### config.mk
export PLATFORM = sky130hd
export DESIGN_NAME = hamming_serial_encoder_flat
export DESIGN_NICKNAME = d
export VERILOG_FILES = /design/src/rtl/hamming_pkg.sv /design/src/rtl/hamming_serial_encoder_if.sv /design/src/rtl/hamming_rem_lfsr.sv /design/src/rtl/hamming_serial_encoder.sv /design/src/flat_wrapper.sv
export SDC_FILE = /design/constraint.sdc
export NUM_CORES = 1
export LEC_CHECK = 0
export CORE_AREA = 10 10 47 49
export CTS_BUF_LIST = sky130_fd_sc_hd__clkbuf_2
export DETAILED_ROUTE_END_ITERATION = 16
export DIE_AREA = 0 0 57 59
export HOLD_SLACK_MARGIN = 0.1
export PLACE_DENSITY_LB_ADDON = 0.05
export SETUP_SLACK_MARGIN = 0.3
export SLEW_MARGIN = 10
export SYNTH_ARGS = -nofsm -noshare
export SYNTH_HDL_FRONTEND = slang
export SYNTH_SLANG_ARGS = --single-unit
### constraint.sdc
create_clock -name clk -period 1.5 [get_ports clk]
set_input_delay 0.45 -clock clk [delete_from_list [all_inputs] [get_ports clk]]
set_output_delay 0.45 -clock clk [all_outputs]
set_load 0.01 [all_outputs]
### src/rtl/hamming_pkg.sv
// Shared types and constants for the serial Hamming encoder: FSM states,
// generator taps per parity-bit count, and code-size helpers.
package hamming_pkg;

   // Encoder phase: streaming message bits, emitting Hamming parity, or
   // emitting the optional overall even-parity bit.
   typedef enum logic [1:0] {
      ST_DATA   = 2'd0,
      ST_PARITY = 2'd1,
      ST_EXT    = 2'd2
   } state_e;

   // Generator feedback taps (the implicit x^M term is dropped).
   localparam logic [2:0] G_M3 = 3'b011;   // x^3 + x + 1
   localparam logic [3:0] G_M4 = 4'b0011;  // x^4 + x + 1

   // Code bits for M parity bits.
   function automatic int calc_n(input int m);
      return (1 << m) - 1;
   endfunction

   // Message bits for M parity bits.
   function automatic int calc_k(input int m);
      return (1 << m) - 1 - m;
   endfunction

   // Taps for M, zero-extended to the widest supported generator.
   function automatic logic [3:0] gen_taps(input int m);
      return (m == 4) ? G_M4 : {1'b0, G_M3};
   endfunction

endpackage

### src/rtl/hamming_serial_encoder_if.sv
// Bit-serial stream bundle around the encoder: upstream message bits in,
// downstream code bits out with codeword framing flags.
interface hamming_serial_encoder_if;

   logic s_valid;
   logic s_data;
   logic s_ready;
   logic m_valid;
   logic m_data;
   logic m_first;
   logic m_last;
   logic m_ready;

   // slave: the encoder's view. master: the surrounding system's view.
   modport slave (
      input  s_valid, s_data, m_ready,
      output s_ready, m_valid, m_data, m_first, m_last
   );

   modport master (
      output s_valid, s_data, m_ready,
      input  s_ready, m_valid, m_data, m_first, m_last
   );

endinterface

### src/rtl/hamming_rem_lfsr.sv
// Remainder register for systematic cyclic encoding: divides the message by
// the generator while data shifts in, then shifts the remainder out MSB-first.
module hamming_rem_lfsr
   import hamming_pkg::*;
#(
   parameter int M = 3
) (
   input  logic         clk,
   input  logic         reset,
   input  logic         clear,
   input  logic         shift_in,
   input  logic         shift_out,
   input  logic         din,
   output logic [M-1:0] rem
);

   localparam logic [3:0]   G_FULL = gen_taps(M);
   localparam logic [M-1:0] G      = G_FULL[M-1:0];

   logic [M-1:0] rem_q;
   logic [M-1:0] rem_d;
   logic         fb;

   // Next remainder: clear on codeword completion, divide step on data,
   // plain shift while the parity bits are read out.
   always_comb begin
      // NOTE: every always_comb output gets a default first so no path leaves it unassigned, which would infer a latch.
      rem_d = rem_q;
      fb    = din ^ rem_q[M-1];
      if (clear) begin
         rem_d = '0;
      end else if (shift_in) begin
         rem_d = {rem_q[M-2:0], 1'b0} ^ (fb ? G : '0);
      end else if (shift_out) begin
         rem_d = {rem_q[M-2:0], 1'b0};
      end
   end

   // Remainder state register with synchronous reset.
   always_ff @(posedge clk) begin
      // NOTE: state registers use non-blocking assignments so every flop samples pre-edge values regardless of statement order.
      if (reset) begin
         rem_q <= '0;
      end else begin
         rem_q <= rem_d;
      end
   end

   assign rem = rem_q;

endmodule

### src/rtl/hamming_serial_encoder.sv
// Bit-serial systematic Hamming encoder: message bits pass straight through,
// followed by M parity bits and, optionally, one overall even-parity bit.
module hamming_serial_encoder
   import hamming_pkg::*;
#(
   parameter int M          = 3,
   parameter bit EXT_PARITY = 1'b0
) (
   input logic                     clk,
   input logic                     reset,
   hamming_serial_encoder_if.slave bus
);

   localparam int K      = calc_k(M);
   localparam int N      = calc_n(M);
   localparam int CW_LEN = N + int'(EXT_PARITY);
   localparam int CNT_W  = $clog2(N + 2);

   localparam logic [CNT_W-1:0] IDX_LAST_DATA = CNT_W'(K - 1);
   localparam logic [CNT_W-1:0] IDX_LAST_PAR  = CNT_W'(N - 1);
   localparam logic [CNT_W-1:0] IDX_LAST      = CNT_W'(CW_LEN - 1);
   localparam logic [M-1:0]     REM_MSB       = {1'b1, {(M-1){1'b0}}};

   generate
      if (M != 3 && M != 4) begin : g_bad_m
         $error("hamming_serial_encoder: M must be 3 or 4");
      end
   endgenerate

   state_e           state_q, state_d;
   logic [CNT_W-1:0] cnt_q, cnt_d;
   logic             acc_q, acc_d;
   logic             m_valid_q, m_valid_d;
   logic             m_data_q, m_data_d;
   logic             m_first_q, m_first_d;
   logic             m_last_q, m_last_d;

   logic             out_free;
   logic             lfsr_clear;
   logic             lfsr_shift_in;
   logic             lfsr_shift_out;
   logic [M-1:0]     rem_w;
   logic             par_bit;

   hamming_rem_lfsr #(.M(M)) u_rem (
      .clk       (clk),
      .reset     (reset),
      .clear     (lfsr_clear),
      .shift_in  (lfsr_shift_in),
      .shift_out (lfsr_shift_out),
      .din       (bus.s_data),
      .rem       (rem_w)
   );

   // The output register may load when it is empty or being drained now.
   assign out_free = !m_valid_q || bus.m_ready;
   // Next parity bit is the remainder MSB.
   assign par_bit  = |(rem_w & REM_MSB);

   // Next-state and output-register loading; nothing moves unless free.
   always_comb begin
      state_d        = state_q;
      cnt_d          = cnt_q;
      acc_d          = acc_q;
      m_valid_d      = m_valid_q;
      m_data_d       = m_data_q;
      m_first_d      = m_first_q;
      m_last_d       = m_last_q;
      lfsr_clear     = 1'b0;
      lfsr_shift_in  = 1'b0;
      lfsr_shift_out = 1'b0;

      if (out_free) begin
         case (state_q)
            ST_DATA: begin
               if (bus.s_valid) begin
                  m_data_d      = bus.s_data;
                  m_valid_d     = 1'b1;
                  m_first_d     = (cnt_q == '0);
                  m_last_d      = 1'b0;
                  acc_d         = acc_q ^ bus.s_data;
                  cnt_d         = cnt_q + 1'b1;
                  lfsr_shift_in = 1'b1;
                  if (cnt_q == IDX_LAST_DATA) begin
                     state_d = ST_PARITY;
                  end
               end else begin
                  m_valid_d = 1'b0;
               end
            end

            ST_PARITY: begin
               m_data_d       = par_bit;
               m_valid_d      = 1'b1;
               m_first_d      = 1'b0;
               m_last_d       = (cnt_q == IDX_LAST);
               acc_d          = acc_q ^ par_bit;
               cnt_d          = cnt_q + 1'b1;
               lfsr_shift_out = 1'b1;
               if (cnt_q == IDX_LAST_PAR) begin
                  if (EXT_PARITY) begin
                     state_d = ST_EXT;
                  end else begin
                     state_d    = ST_DATA;
                     cnt_d      = '0;
                     acc_d      = 1'b0;
                     lfsr_clear = 1'b1;
                  end
               end
            end

            ST_EXT: begin
               m_data_d   = acc_q;
               m_valid_d  = 1'b1;
               m_first_d  = 1'b0;
               m_last_d   = 1'b1;
               state_d    = ST_DATA;
               cnt_d      = '0;
               acc_d      = 1'b0;
               lfsr_clear = 1'b1;
            end

            default: begin
               state_d = ST_DATA;
            end
         endcase
      end
   end

   // FSM, counter, accumulator and output register.
   always_ff @(posedge clk) begin
      if (reset) begin
         state_q   <= ST_DATA;
         cnt_q     <= '0;
         acc_q     <= 1'b0;
         m_valid_q <= 1'b0;
         m_data_q  <= 1'b0;
         m_first_q <= 1'b0;
         m_last_q  <= 1'b0;
      end else begin
         state_q   <= state_d;
         cnt_q     <= cnt_d;
         acc_q     <= acc_d;
         m_valid_q <= m_valid_d;
         m_data_q  <= m_data_d;
         m_first_q <= m_first_d;
         m_last_q  <= m_last_d;
      end
   end

   assign bus.s_ready = out_free && (state_q == ST_DATA) && !reset;
   assign bus.m_valid = m_valid_q;
   assign bus.m_data  = m_data_q;
   assign bus.m_first = m_first_q;
   assign bus.m_last  = m_last_q;

endmodule

### src/flat_wrapper.sv
// flat-port wrapper written by rule: the top's interface ports become plain ports
module hamming_serial_encoder_flat import hamming_pkg::*;
#(
   parameter int M          = 3,
   parameter bit EXT_PARITY = 1'b0
)
  (clk, reset, bus_s_valid, bus_s_data, bus_m_ready, bus_s_ready, bus_m_valid, bus_m_data, bus_m_first, bus_m_last);
  hamming_serial_encoder_if bus_i ();
  input logic clk;
  input logic reset;
  input wire logic [$bits(bus_i.s_valid)-1:0] bus_s_valid;
  input wire logic [$bits(bus_i.s_data)-1:0] bus_s_data;
  input wire logic [$bits(bus_i.m_ready)-1:0] bus_m_ready;
  output wire logic [$bits(bus_i.s_ready)-1:0] bus_s_ready;
  output wire logic [$bits(bus_i.m_valid)-1:0] bus_m_valid;
  output wire logic [$bits(bus_i.m_data)-1:0] bus_m_data;
  output wire logic [$bits(bus_i.m_first)-1:0] bus_m_first;
  output wire logic [$bits(bus_i.m_last)-1:0] bus_m_last;
  assign bus_i.s_valid = bus_s_valid;
  assign bus_i.s_data = bus_s_data;
  assign bus_i.m_ready = bus_m_ready;
  assign bus_s_ready = bus_i.s_ready;
  assign bus_m_valid = bus_i.m_valid;
  assign bus_m_data = bus_i.m_data;
  assign bus_m_first = bus_i.m_first;
  assign bus_m_last = bus_i.m_last;
  hamming_serial_encoder #(.M(M), .EXT_PARITY(EXT_PARITY)) u_core (.clk(clk), .reset(reset), .bus(bus_i));
endmodule
==> out/metrics.cfg <==
[clock_network]
clockBufferDepth = 2
cts-root-buf = clkbuf_2
cts_tree = built
cts.sinks = 12
worstSkewPairLatency_ns = 0.27
cts_buffers = 3
htreeDepth = 1
clkTransAtPathRegs_ns = 0.13

[synthesis]
yosys_warnings = 0
async_reset_ff_share_pct = 0
yosysMostFrequentCell = dfxtp_1
yosysSeqAreaShare_pct = 39.8
avgSynthCellArea_um2 = 9.02
ys.flop_type = dfxtp_1
syn_area_um2 = 604
yosys.area.top_type = dfxtp_1
yosysTopAreaCellShare_pct = 39.8
synth_edf_count = 0
syn_inst = 67
synthTopCellsByCount = dfxtp_1, nor2_1, a21oi_1
synth_cell_types = 27
synthTopCellsByArea = dfxtp_1, ha_1, nor2_1, a21oi_1, nand4b_4
synth_nets = 75
synth_seq_cells = 12

[hold_path]
worstHoldStart = u_core.bus.m_first
hold_depth = 2
min_to = u_core.bus.m_first
hold_class = register to register

[grt]
grt_pass1_wl_um = 2590
grt_max_degree = 8
grt-ovfl-total = 0
grt_use_total_pct = 9.80
grt_pass1_vias = 554
antenna_found_initial = 0

[critical_path]
cp-end-kind = output port
arrival_ns = 0.96
worst_setup_path_start_kind = register
reg2reg_to = u_core.u_rem.rem[1]
crit_chain = nor2b_4, nor3_4, buf_2
cpMaxStageDelayCell = dfxtp_2
r2r-start = u_core.state_q[0]
cp_slowest_stage_delay_ns = 0.34
crit_path_max_fanout = 2
rr_worst_depth = 8
cp_data_required_time_ns = 1.05
critPathKind = register to output port
reg2reg_slack_ns = 0.14

[timing]
tns_ns = 0
fin_crit_ns = 1.41
rsz0062_at_grt = true
finalCritPeriodShare_pct = 94.1
timing.final.max_slew_violations = 0
relSlewSlack_pct = 87.7
setup_ws_ns = 0.0887
tightest_slew_ns = 0.180
setup_viol = 0
skew_ns = 0.0119
fmax_mhz = 709
whs_ns = 0.469
hold_viol = 0

[place]
io_buffer_count = 9
dp_slack_ns = -0.703
place_congestion = 0.722
dp.final_hpwl_um = 1020

[job]
max_cap_viol_count = 0

[detailed_routing]
drtPass1Iterations = 2
route.vias.total = 542
antenna_left = 0
routed_wl_um = 1670
first_iter_violations = 3
wire_per_inst_um = 14.8
avgViaCountPerCell = 4.80
remaining_drc_errors = 0

[floorplanning]
start_util_pct = 43.1
dieArea_um2 = 3360
num_io_pins = 10
fp-row-count = 14
fp.dieH_um = 59
fp.coreArea_um2 = 1400
fp.dieW_um = 57

[cells_and_area]
diodes = 0
fin_util_pct = 69.7
layout-drive-gt1-share_pct = 57.7
area_delta_synth_final_pct = 61.7
nets = 106

[status]
status = complete, no violations

[power]
p_leak_uw = 0.000439
vdd_drop_max_v = 0.000418
cellPowerDensity_nw_per_um2 = 705

-- report_power, final --
part	switching, uW	internal [uW]	total, uW	leakage (uW)
Combinational	80.5	91.8	172	0.000324
Sequential	12.6	335	348	0.000101
Clock	111	57.9	169	0.0000140
-- placed cells by master (no fill, tap or decap), types with 2 or more instances in the layout --
cell type      netlist  layout
a211oi_2             1       2
a21oi_1              7       6
buf_2                1       3
buf_4                1      14
buf_6                1       9
clkbuf_2             0       3
dfxtp_1             12       6
dfxtp_2              0       5
dlygate4sd2_1        0       2
ha_1                 3       2
nand2_1              6       5
nand3_2              0       2
nor2_1              10       7
nor2_2               1       3
nor2_4               1       2
nor3_4               0       2
xnor2_1              2       2
xor2_1               2       2
-- repair_timing --
action	4_1_cts	5_1_grt
setup endpoints to repair	17	15
pin swaps	10	10
resized for setup	51	12
setup buffers	5	5
gates cloned	0	0
hold buffers	0	0
-- layout make-up --
| class | count | area [um^2] |
|---|---|---|
| fill | 116 | 424 |
| multi-input combinational | 49 | 407 |
| timing repair buffer | 30 | 274 |
| sequential | 12 | 250 |
| tap | 16 | 20.0 |
| clock buffer | 3 | 15.0 |
| inverter | 2 | 7.51 |
| clock inverter | 1 | 3.75 |
-- registers in the layout, summed over array words and instances (netlist names) --
register            cells
u_core.u_rem.rem        3
u_core.bus.m_last       1
u_core.bus.m_first      1
u_core.cnt_q            4
u_core.bus.m_valid      1
u_core.bus.m_data       1
u_core.state_q          1
-- cells by family (layout without fill, tap and decap cells) --
kind of cell | count (synthesis) | after routing | share of synthesized area, %
xor gates and xnor gates | 4 | 4 | 5.80
DFF | 12 | 12 | 39.8
AOI/OAI and AO/OA | 10 | 10 | 9.94
muxes | 1 | 1 | 1.66
adders and majority gates | 3 | 3 | 6.21
and+or+nand+nor | 31 | 31 | 30.8
buffers and inverters | 6 | 36 | 5.80
-- worst max-delay path by stage --
| stage | end | start |
|---|---|---|
| 2_1_floorplan | bus_s_ready | bus_m_ready |
| 3_3_place_gp | bus_s_ready | bus_m_ready |
| 3_5_place_dp | bus_s_ready | bus_m_ready |
| 4_1_cts | bus_s_ready | u_core.bus.m_valid |
| 5_1_grt | bus_s_ready | u_core.bus.m_valid |
| 6_report | bus_s_ready | u_core.bus.m_valid |
-- critical path, delay by kind of cell, from the launching register on --
family / cells / cell delay (ns)
flip-flops: 1 / 0.34
buffers and inverters: 1 / 0.15
AND/OR/NAND/NOR: 2 / 0.22
-- through the flow --
step | cell area (um^2) | power [uW] | instances
after global placement | 785 | 480 | 99
final | 977 | 689 | 113
after floorplan | 619 | 421 | 67
after detailed placement | 785 | 482 | 99
after CTS | 875 | 661 | 108
after global routing | 977 | 724 | 113
-- per-layer routing --
metal / part of all wire, % / global-route usage (%) / vias up / routed length (um)
li1: - / - / 283 / -
met1: 42 / 11.8 / 250 / 699
met2: 55 / 16.0 / 7 / 913
met3: 2.6 / 2.15 / 2 / 43
met4: 0.78 / 5.03 / 0 / 13
met5: 0 / 0 / - / 0
No activity file was read; power rests on OpenSTA's default activity.
